`config.mk`:
```
export PLATFORM = sky130hd
export DESIGN_NAME = token_sequencer
export DESIGN_NICKNAME = d
export VERILOG_FILES = /design/src/rtl/token_sequencer.sv
export SDC_FILE = /design/constraint.sdc
export NUM_CORES = 1
export LEC_CHECK = 0
export ABC_AREA = 0
export CAP_MARGIN = 10
export CORE_AREA = 2 2 115 117
export CTS_BUF_LIST = sky130_fd_sc_hd__clkbuf_8
export DETAILED_ROUTE_END_ITERATION = 8
export DIE_AREA = 0 0 117 119
export PLACE_DENSITY = 0.89
export SLEW_MARGIN = 20
export SYNTH_ARGS = -nofsm -noshare
export SYNTH_HDL_FRONTEND = slang
export SYNTH_SLANG_ARGS = --single-unit
```
`constraint.sdc`:
```
create_clock -name i_clk -period 6.3 [get_ports i_clk]
set_input_delay 1.26 -clock i_clk [delete_from_list [all_inputs] [get_ports i_clk]]
set_output_delay 1.26 -clock i_clk [all_outputs]
set_load 0.02 [all_outputs]
```
`src/rtl/token_sequencer.sv`:
```
// token_sequencer: packs tokenizer bytes into tokens (word/number/line-end) for a parser.
// Latency: o_valid rises one cycle after the edge that processes the WC/EOL byte.
// Backpressure: o_valid/outputs held stable and o_next held low until i_accept; i_en=0 freezes all.
//
// Ports:
//   i_clk, i_rst (sync, active-high), i_en (freeze when 0)
//   tokenizer side : o_next (fetch request), i_tok_ready, i_tok_data, i_tok_eol, i_tok_wc
//   parser side    : o_valid, i_accept, o_word, o_len, o_is_num, o_num, o_eol, o_trunc
// Build option: define TOKEN_SEQUENCER_NEG_NUM_EN to treat a leading '-' as a numeric sign.
module token_sequencer #(
  parameter int MAXLEN    = 8,
  parameter int NUM_WIDTH = 32,
  localparam int LW       = $clog2(MAXLEN + 1)
) (
  input  logic                  i_clk,
  input  logic                  i_rst,
  input  logic                  i_en,
  output logic                  o_next,
  input  logic                  i_tok_ready,
  input  logic [7:0]            i_tok_data,
  input  logic                  i_tok_eol,
  input  logic                  i_tok_wc,
  output logic                  o_valid,
  input  logic                  i_accept,
  output logic [8*MAXLEN-1:0]   o_word,
  output logic [LW-1:0]         o_len,
  output logic                  o_is_num,
  output logic [NUM_WIDTH-1:0]  o_num,
  output logic                  o_eol,
  output logic                  o_trunc
);

  typedef enum logic [1:0] {FETCH, ACK, EMIT} state_t;

  state_t               state_q, state_d;
  logic                 next_q, next_d;
  logic [7:0]           cap_dat_q, cap_dat_d;
  logic                 cap_eol_q, cap_eol_d;
  logic                 cap_wc_q, cap_wc_d;
  logic [8*MAXLEN-1:0]  word_q, word_d;
  logic [LW-1:0]        len_q, len_d;
  logic                 seen_q, seen_d;     // any data byte this token, stored or dropped
  logic                 digit_q, digit_d;   // at least one digit this token
  logic                 is_num_q, is_num_d; // no disqualifying character seen yet
  logic [NUM_WIDTH-1:0] num_q, num_d;
  logic                 eol_q, eol_d;
  logic                 trunc_q, trunc_d;
  logic                 valid_q, valid_d;
`ifdef TOKEN_SEQUENCER_NEG_NUM_EN
  logic                 neg_q, neg_d;
`endif

  logic                 is_digit;
  logic [NUM_WIDTH-1:0] digit_val;

  assign is_digit  = (cap_dat_q >= 8'h30) && (cap_dat_q <= 8'h39);
  assign digit_val = NUM_WIDTH'(cap_dat_q[3:0]);

  always_comb begin
    state_d   = state_q;
    next_d    = next_q;
    cap_dat_d = cap_dat_q;
    cap_eol_d = cap_eol_q;
    cap_wc_d  = cap_wc_q;
    word_d    = word_q;
    len_d     = len_q;
    seen_d    = seen_q;
    digit_d   = digit_q;
    is_num_d  = is_num_q;
    num_d     = num_q;
    eol_d     = eol_q;
    trunc_d   = trunc_q;
    valid_d   = valid_q;
`ifdef TOKEN_SEQUENCER_NEG_NUM_EN
    neg_d     = neg_q;
`endif
    if (i_en) begin
      case (state_q)
        FETCH: begin
          if (i_tok_ready) begin
            cap_dat_d = i_tok_data;
            cap_eol_d = i_tok_eol;
            cap_wc_d  = i_tok_wc;
            state_d   = ACK;
          end
        end
        ACK: begin
          // Four-phase handshake: the byte is consumed once ready drops.
          if (!i_tok_ready) begin
            if (cap_eol_q) begin
              state_d = EMIT;
              valid_d = 1'b1;
              eol_d   = 1'b1;
            end else if (cap_wc_q) begin
              if (seen_q) begin
                state_d = EMIT;
                valid_d = 1'b1;
              end else begin
                state_d = FETCH;  // separator with nothing pending
              end
            end else begin
              state_d = FETCH;
              seen_d  = 1'b1;
              if (len_q < LW'(MAXLEN)) begin
                for (int i = 0; i < MAXLEN; i++) begin
                  if (LW'(i) == len_q) word_d[i*8 +: 8] = cap_dat_q;
                end
                len_d = len_q + LW'(1);
              end else begin
                trunc_d = 1'b1;
              end
              // Dropped characters still feed the numeric value.
              if (is_digit) begin
                num_d   = num_q * NUM_WIDTH'(10) + digit_val;
                digit_d = 1'b1;
              end else begin
`ifdef TOKEN_SEQUENCER_NEG_NUM_EN
                if ((cap_dat_q == 8'h2D) && !seen_q) neg_d = 1'b1;
                else is_num_d = 1'b0;
`else
                is_num_d = 1'b0;
`endif
              end
            end
          end
        end
        EMIT: begin
          if (i_accept) begin
            state_d  = FETCH;
            word_d   = '0;
            len_d    = '0;
            seen_d   = 1'b0;
            digit_d  = 1'b0;
            is_num_d = 1'b1;
            num_d    = '0;
            eol_d    = 1'b0;
            trunc_d  = 1'b0;
            valid_d  = 1'b0;
`ifdef TOKEN_SEQUENCER_NEG_NUM_EN
            neg_d    = 1'b0;
`endif
          end
        end
        default: state_d = FETCH;
      endcase
      next_d = (state_d != EMIT);
    end
  end

  always_ff @(posedge i_clk) begin
    if (i_rst) begin
      state_q   <= FETCH;
      next_q    <= 1'b0;
      cap_dat_q <= '0;
      cap_eol_q <= 1'b0;
      cap_wc_q  <= 1'b0;
      word_q    <= '0;
      len_q     <= '0;
      seen_q    <= 1'b0;
      digit_q   <= 1'b0;
      is_num_q  <= 1'b1;  // o_is_num still reads 0: no digit yet
      num_q     <= '0;
      eol_q     <= 1'b0;
      trunc_q   <= 1'b0;
      valid_q   <= 1'b0;
`ifdef TOKEN_SEQUENCER_NEG_NUM_EN
      neg_q     <= 1'b0;
`endif
    end else begin
      state_q   <= state_d;
      next_q    <= next_d;
      cap_dat_q <= cap_dat_d;
      cap_eol_q <= cap_eol_d;
      cap_wc_q  <= cap_wc_d;
      word_q    <= word_d;
      len_q     <= len_d;
      seen_q    <= seen_d;
      digit_q   <= digit_d;
      is_num_q  <= is_num_d;
      num_q     <= num_d;
      eol_q     <= eol_d;
      trunc_q   <= trunc_d;
      valid_q   <= valid_d;
`ifdef TOKEN_SEQUENCER_NEG_NUM_EN
      neg_q     <= neg_d;
`endif
    end
  end

  assign o_next   = next_q & i_en;
  assign o_valid  = valid_q;
  assign o_word   = word_q;
  assign o_len    = len_q;
  assign o_is_num = is_num_q & digit_q;
`ifdef TOKEN_SEQUENCER_NEG_NUM_EN
  assign o_num    = neg_q ? (~num_q + NUM_WIDTH'(1)) : num_q;
`else
  assign o_num    = num_q;
`endif
  assign o_eol    = eol_q;
  assign o_trunc  = trunc_q;

endmodule

```
* After elaboration in Yosys (flattened, before gate mapping)
Cells that the tools add are included.
** Storage, ports and cells
- Word-level logic and storage cells :: 141
- Register bits after elaboration :: 119
- Input bits :: 15
- Output and inout port bits :: 105
** Cells by class
- Multiply operators :: 1
- Muxes and demuxes :: 63
- Reductions and logical operators :: 20
- Equal/unequal tests :: 29
- Add/subtract/negate cells :: 2
- Order comparisons :: 3
- Bitwise gates (word level) :: 2
** Operators by type and width (count)
- $mux W64 :: 5
- $mux W32 :: 5
- $pmux W64 S2 :: 1
- $mux W8 :: 8
- $pmux W32 S2 :: 1
- $reduce_and A8 Y1 :: 8
- $ne A2 B2 Y1 const B :: 18
- $add A32 B4 Y32 :: 1
- $mul A32 B3 Y31 const B :: 1
- $reduce_and A7 Y1 :: 4
- $mux W1 :: 23
- $mux W4 :: 5
- $eq A3 B4 Y1 const A :: 4
- $mux W2 :: 7
- $pmux W1 S2 :: 6
- $reduce_and A6 Y1 :: 2
- $eq A2 B4 Y1 const A :: 2
- $ge A8 B6 Y1 const B :: 1
- $le A8 B6 Y1 const B :: 1
- $pmux W4 S2 :: 1
- $ne A3 B3 Y1 const B :: 2
- $pmux W2 S3 :: 1
- $reduce_and A5 Y1 :: 1
- $add A4 B1 Y4 const B :: 1
- other kinds (10) :: 11

* Longest topological paths before layout
- Word-level depth :: 7
- Depth in mapped cells :: 13
- Gate-level depth less buffers :: 12

* Least setup slack after synthesis
Ideal clock, no wire load.
- Path kind :: flip-flop to flip-flop
- From :: register num_q[1] (netlist: o_num[1])
- To :: register num_q[31] (netlist: o_num[31])
- Slack :: 2.082 ns
- Required time :: 6.235 ns
- Arrival time :: 4.153 ns
- Buffers on the path :: 1
- Cell stages (with the launch flop) :: 14
- Setup time :: 0.065 ns
- Period minus slack after synthesis :: 4.218 ns
- Cells stage by stage :: dfxtp_1 -> ha_1 -> ha_1 -> fa_1 -> a211oi_2 -> o211ai_1 -> a21oi_1 -> xnor2_1 -> nand4b_1 -> or3_1 -> buf_2 -> or4_4 -> or4_1 -> nand3_1
** On the way
- Cells in the longest elaborated chain, start to end :: 7
** Ends and longest elaborated chain
- start, declared :: RTL line 45 : logic [NUM_WIDTH-1:0] num_q, num_d;
- start signal, assigned :: RTL line 180 : num_q <= num_d;
- $mul A32 B3 Y31 :: RTL line 114 : num_d = num_q * NUM_WIDTH'(10) + digit_val;
- $add A32 B4 Y32 :: RTL line 114
- $mux W32 :: RTL line 113 : if (is_digit) begin
- $mux W32 :: RTL line 94 : end else if (cap_wc_q) begin
- $mux W32 :: RTL line 90 : if (cap_eol_q) begin
- $mux W32 :: RTL line 89 : if (!i_tok_ready) begin
- $pmux W32 S2 :: RTL line 78 : case (state_q)
No other way between the ends. The select of a mux whose other input is x is not followed.
A chain may end at the register's enable or synchronous reset.

* Worst setup path in the final report
- From :: register num_q[1] (netlist: o_num[1])
- To :: register num_q[28] (netlist: o_num[28])
The elaborated chain is that of the path after synthesis.

==> summary.txt <==
Die
  – Die height: 119 µm
  – Die footprint: 13900 µm²
  – Io pins: 120
  – Num rows: 42
  – Core Area: 12900 µm²
  – Die X: 117 µm
  – Initial core utilization: 57.5%

Placement
  – Post-Place Worst Slack: 1.92 ns
  – Placed Instances: 1144
  – # port buffers: 119
  – Hpwl dp: 14.6 mm
  – Final GP Congestion: 0.939

Logic synthesis
  – Synthesized area: 7400 µm²
  – Asr flop ratio synth: 0%
  – Sequential cell area fraction in the yosys report: 32.2%
  – Most used flip-flop cell after synthesis: dfxtp_1
  – Main combinational cell family by area after synthesis: simple AND/OR/NAND/NOR gates
  – Netlist cell types: 71
  – Compound-Gate Fraction of Synth Area: 17.6%
  – Synth Warn #: 0
  – Simple-gate share of the synthesized area: 22.4%
  – Adder-cell share of the synthesized area: 11.0%
  – Area leader, netlist: dfxtp_1
  – Multiplexer share of the synthesized area: 8.81%
  – Yosys top cell area share: 32.2%
  – Synth Area in XOR/XNOR: 4.62%
  – FF+latch count, synth: 119
  – Avg Synthesized Cell Area: 8.28 µm²
  – Area contributors post-synth: dfxtp_1, ha_1, mux2i_1
  – Number of flops mapped to enable cells by yosys: 0
  – Net Count, Synth: 973
  – Synthesized instance count: 894

Timing
  – Final setup vio count: 0
  – Rel. slew slack: 24.5%
  – Slew @ Worst Pin: 1.13 ns
  – Post-layout min period: 4.49 ns
  – Fin Setup TNS: 0 ns
  – RSZ-0062 raised after global routing: false
  – Final worst-path cycle share: 71.2%
  – Worst setup margin: 1.81 ns
  – Fmax: 0.223 GHz
  – Final Hold Viols: 0
  – Final max-slew violation count: 0
  – Skew final: 0.0297 ns

Hold path
  – Hold_sp: o_trunc
  – Worst hold path class: reg -> reg

GRT
  – Total congestion overflow: 0
  – First-pass GRT wire length: 32.4 mm
  – Antenna violations before repair: 0
  – Total track usage: 29.4%
  – Largest net degree at the start of global routing: 93
  – Vias in the first global route: 6544

Clock network
  – Setup Fix Bufs, Post-CTS: 0
  – CTS buffer count: 17
  – CTS H-tree lvls: 4
  – Clk_lat worst skew: 0.46 ns
  – CTS clk-pin slew, worst paths: 0.10 ns
  – TritonCTS sink count: 119
  – Root Buffer: clkbuf_8
  – Clock Path Buffers: 2
  – Hold_buf cts: 0
  – Post-CTS resize count: 0
  – CTS tree: done

Worst setup path
  – CP Max Fanout: 7
  – Req. time, crit path: 6.64 ns
  – CP Class: reg -> reg
  – Arr. time, crit path: 4.82 ns
  – Crit path from: o_num[1]
  – Crit. End Element: flip-flop
  – Worst R2R Start: o_num[1]
  – Setup crit start kind: flip-flop

Cells and area
  – Layout cells sized above 1: 5.80%
  – Layout Area Growth over Synthesis: 22.3%
  – Finished Layout Cells: 1176
  – Fin nets: 1066
  – N_diodes: 0
  – Most common cell after layout, fill and taps aside: nor2_1
  – Most frequent cells in the layout: nor2_1, dfxtp_1, clkdlybuf4s50_1

Pwr
  – Lkg Pwr: 3.68 nW
  – Worst vdd ir: 0.000188 V
  – Power Density: 167 nW/µm²

Detailed routing
  – Drt wl/cell: 17.2 µm
  – Vias per cell: 6.04
  – Detailed Route WL: 20.2 mm
  – Vias: 7108
  – Iter 0 DRT Violations: 648
  – 1st-pass router iterations: 5
  – Final routed DRC violation total: 0
  – Antenna viol nets, final: 0

Run status
  – Status: complete, no violations

Job
  – Max cap viols: 0
## worst max-delay path, stage by stage, from the launching register on
cell and delay, ns:
dfxtp_1 0.44, ha_1 0.27, ha_1 0.23, fa_1 0.42
a211oi_2 0.37, o211ai_1 0.21, a21oi_1 0.38, xnor2_1 0.23
nand4b_1 0.17, or3_1 0.50, nor3_1 0.68, a31oi_1 0.17
a211o_1 0.29
## layer usage
layer	track usage [%]	vias up	share of wire [%]
li1	-	3401	-
met1	38.0	3346	42
met2	46.5	315	47
met3	8.75	46	8.4
met4	10.2	0	2.9
met5	0	-	0
## synth_stat cells (4+ instances only)
library cell,count
and4_1,6
a211o_1,5
nor4_1,4
nand2b_1,4
xor2_1,15
dfxtp_1,119
nor2b_1,6
o21ai_0,23
a21o_1,10
o211ai_1,10
clkbuf_1,41
nor2_1,141
and2_1,16
buf_1,4
inv_1,12
nand2_1,88
or3_1,7
a31oi_1,5
o2111ai_1,4
a21oi_1,65
o31a_1,4
a211oi_1,7
ha_1,62
xnor2_1,24
mux2i_1,64
o221ai_1,4
a22oi_1,11
nor3_1,16
and3_1,6
nand4_1,16
nand3_1,24
o21a_1,10
## logic make-up (layout without fill, tap and decap cells)
family	Yosys count	count (layout)
fa+ha+maj	64	64
flops	119	119
mux	65	65
xor+xnor	39	39
compound gates	190	190
simple gates	355	355
buf+inv	62	168
## path summary, 6_finish.rpt
kind | slack, ns | cells after the start | end
worst max-delay path | 1.81 | 12 | o_num[28]
worst min-delay path | 0.45 | 2 | o_trunc
worst max register to register | 1.81 | 12 | o_num[28]
worst min register to register | 0.45 | 2 | o_trunc
## flip-flops by register name (all words and copies together) (netlist names)
name	count
state_q	2
next_q	1
o_num	32
cap_dat_q	8
o_eol	1
o_valid	1
cap_eol_q	1
is_num_q	1
cap_wc_q	1
digit_q	1
o_trunc	1
o_len	4
seen_q	1
o_word	64
## report_power, final
group,switching (mW),total [mW],internal [mW]
clock,0.371,0.671,0.301
combinational,0.0463,0.0730,0.0267
sequential,0.00571,0.764,0.758
total,0.423,1.51,1.09
## metrics by stage
stage / utilization, % / total power, mW / cell area (µm²) / hold WS (ns)
4_1_cts: 70.2 / 1.52 / 9040 / 0.459
6_report: 70.3 / 1.51 / 9040 / 0.453
3_5_place_dp: 67.3 / 0.852 / 8660 / 0.447
3_3_place_gp: 67.3 / 0.851 / 8660 / 0.438
5_1_grt: 70.3 / 1.56 / 9040 / 0.478
2_1_floorplan: - / 0.826 / 7400 / 0.435
## cell type report
class                      count  area (µm²)
clock buffer                  18         248
fill                         941        3830
multi-input combinational    713        4790
sequential                   119        2380
inverter                      12        45.0
timing repair buffer         124        1230
tap                          176         220
clock inverter                14         131
Note: power is estimated with default switching activity, not from simulation.
==> edit: new RTL, same flow settings <==
The parameter `NUM_WIDTH` goes from 32 to 24.
--- a/src/rtl/token_sequencer.sv
+++ b/src/rtl/token_sequencer.sv
@@ -9,7 +9,7 @@
 // Build option: define TOKEN_SEQUENCER_NEG_NUM_EN to treat a leading '-' as a numeric sign.
 module token_sequencer #(
   parameter int MAXLEN    = 8,
-  parameter int NUM_WIDTH = 32,
+  parameter int NUM_WIDTH = 24,
   localparam int LW       = $clog2(MAXLEN + 1)
 ) (
   input  logic                  i_clk,
Ports: changed (resized o_num); port bits go from 120 to 112. The function was not compared with the original's and may differ.
==> edit against the unedited design <==
Hold slack improved by 0.0050 ns. Worst setup slack improved by 0.49 ns. Cell area fell by 16%. Critical path depth fell by 1. First-iteration DRC count fell by 47%. Sequential power fell by 6.4%. Final cell count fell by 17%. Power fell by 15%. Fmax rose by 12%. Clock skew fell by 0.013 ns. Routed wire length fell by 22%. Sequential cell count fell by 8. Combinational power rose by 7.7%. Area after synthesis fell by 16%. Critical endpoint is now o_num[23].
==> edit: results (changes against the unedited design) <==
outcome:
  status: "finished, final reports clean"
power_and_ir_drop:
  p_leak_nw: 3.27  # -11%
  peakVddDrop_mv: 0.134  # -29%
  p_sw_frac: 0.238  # -0.0419
placed_design:
  gp_congestion: 0.854  # -9.0%
  dp_hpwl_um: 11500  # -21%
  place_area_um2: 7380  # -15%
  post-place-ws_ns: 1.83  # -0.0902 ns
yosys:
  synth_fa_ha_area_frac: 0.0996  # -0.0107
  yosysUniqueCellTypes: 62  # -13%
  synth-xor-area-share: 0.0447  # -0.00144
  synth-compound-area-share: 0.140  # -0.0353
  seq_area_frac_synth: 0.359  # +0.0374
  synth_nets: 773  # -21%
  muxShareOfSynthArea: 0.108  # +0.0204
  synth_top_cells_by_count: "dfxtp_1 (111), nor2_1 (111), mux2i_1 (67)"
  ys_top_cells_by_area: "dfxtp_1 (36%), mux2i_1 (11%), ha_1 (9.3%), nor2_1 (6.7%), a21oi_1 (4.0%)"
global_route:
  grt_usage: 0.225  # -0.0687
  grt_max_degree: 104  # +12%
  grt_pass1_vias: 5074  # -22%
  grt_first_pass_wirelength_um: 25100  # -23%
timing:
  worst_slew_pin_slew_ns: 1.04  # -0.0845 ns
  finClkSkew_ns: 0.0166  # -0.0131 ns
  holdWs_ns: 0.458  # +0.00499 ns
worst_hold_path:
  hp-start: "cap_dat_q[0]"
route:
  drt_wl_total_um: 15700  # -22%
  avgViaCountPerCell: 5.59  # -7.5%
  dr_total_vias: 5467  # -23%
cts:
  cts_inserted_buffers: 9  # -8
  insertion_delay_ns: 0.38  # -0.08 ns
  htree_levels: 3  # -1
worst_setup_path:
  r2r-end: "o_num[23]"
  r2r_cells: 11  # -1
cells_and_area:
  layout-drive-gt1-share: 0.0436  # -0.0144
==> edit: changes by cell type after synthesis, moves of 8 or more <==
| cell | delta |
|---|---|
| clkbuf_1 | -16 |
| a21oi_1 | -16 |
| nand3_1 | -13 |
| dfxtp_1 | -8 |
| nand2_1 | -31 |
| ha_1 | -16 |
| nor2_1 | -30 |
| o21ai_0 | -9 |
==> edit: power by group through the flow <==
stage | Clock [mW] | Sequential [mW] | Combinational (mW)
floorplan | 0 | 0.732 | 0.0495
detailed placement | 0 | 0.731 | 0.0784
global route | 0.530 | 0.716 | 0.0851
global placement | 0 | 0.731 | 0.0772
finish | 0.494 | 0.715 | 0.0786
CTS | 0.502 | 0.715 | 0.0787
==> edit: final cells by class <==
cell class / instances / area, µm² / share of cell area
Multi-Input combinational cell: 556 / 3800 / 0.498
Sequential cell: 111 / 2220 / 0.292
Timing Repair Buffer: 113 / 1120 / 0.147
Tap cell: 176 / 220 / 0.0289
Clock buffer: 10 / 138 / 0.0181
Clock inverter: 6 / 97.6 / 0.0128
Inverter: 6 / 22.5 / 0.00296
==> edit: kinds of logic after synthesis <==
family	count (synthesis)
AND/OR/NAND/NOR	278
AO/OA/AOI/OAI	133
flip-flops	111
multiplexers	67
adder cells (fa/ha/maj)	48
buffers and inverters	43
XOR/XNOR	30
==> edit: critical path, stage by stage, from the launching register on <==
cell and delay (ns):
dfxtp_1 0.45, ha_1 0.27, ha_1 0.22, fa_1 0.41, a21o_1 0.22, a221o_2 0.39
xnor2_1 0.18, nand4b_4 0.21, or3_4 0.42, nor4_2 0.63, a21oi_1 0.13, or3_1 0.37
==> edit: layer usage <==
metal  track usage  vias up  share of wire
met5             0        -              0
met4        0.0529        0          0.011
met3        0.0570       12          0.063
met2         0.371      147           0.49
met1         0.295     2604           0.44
li1              -     2704              -
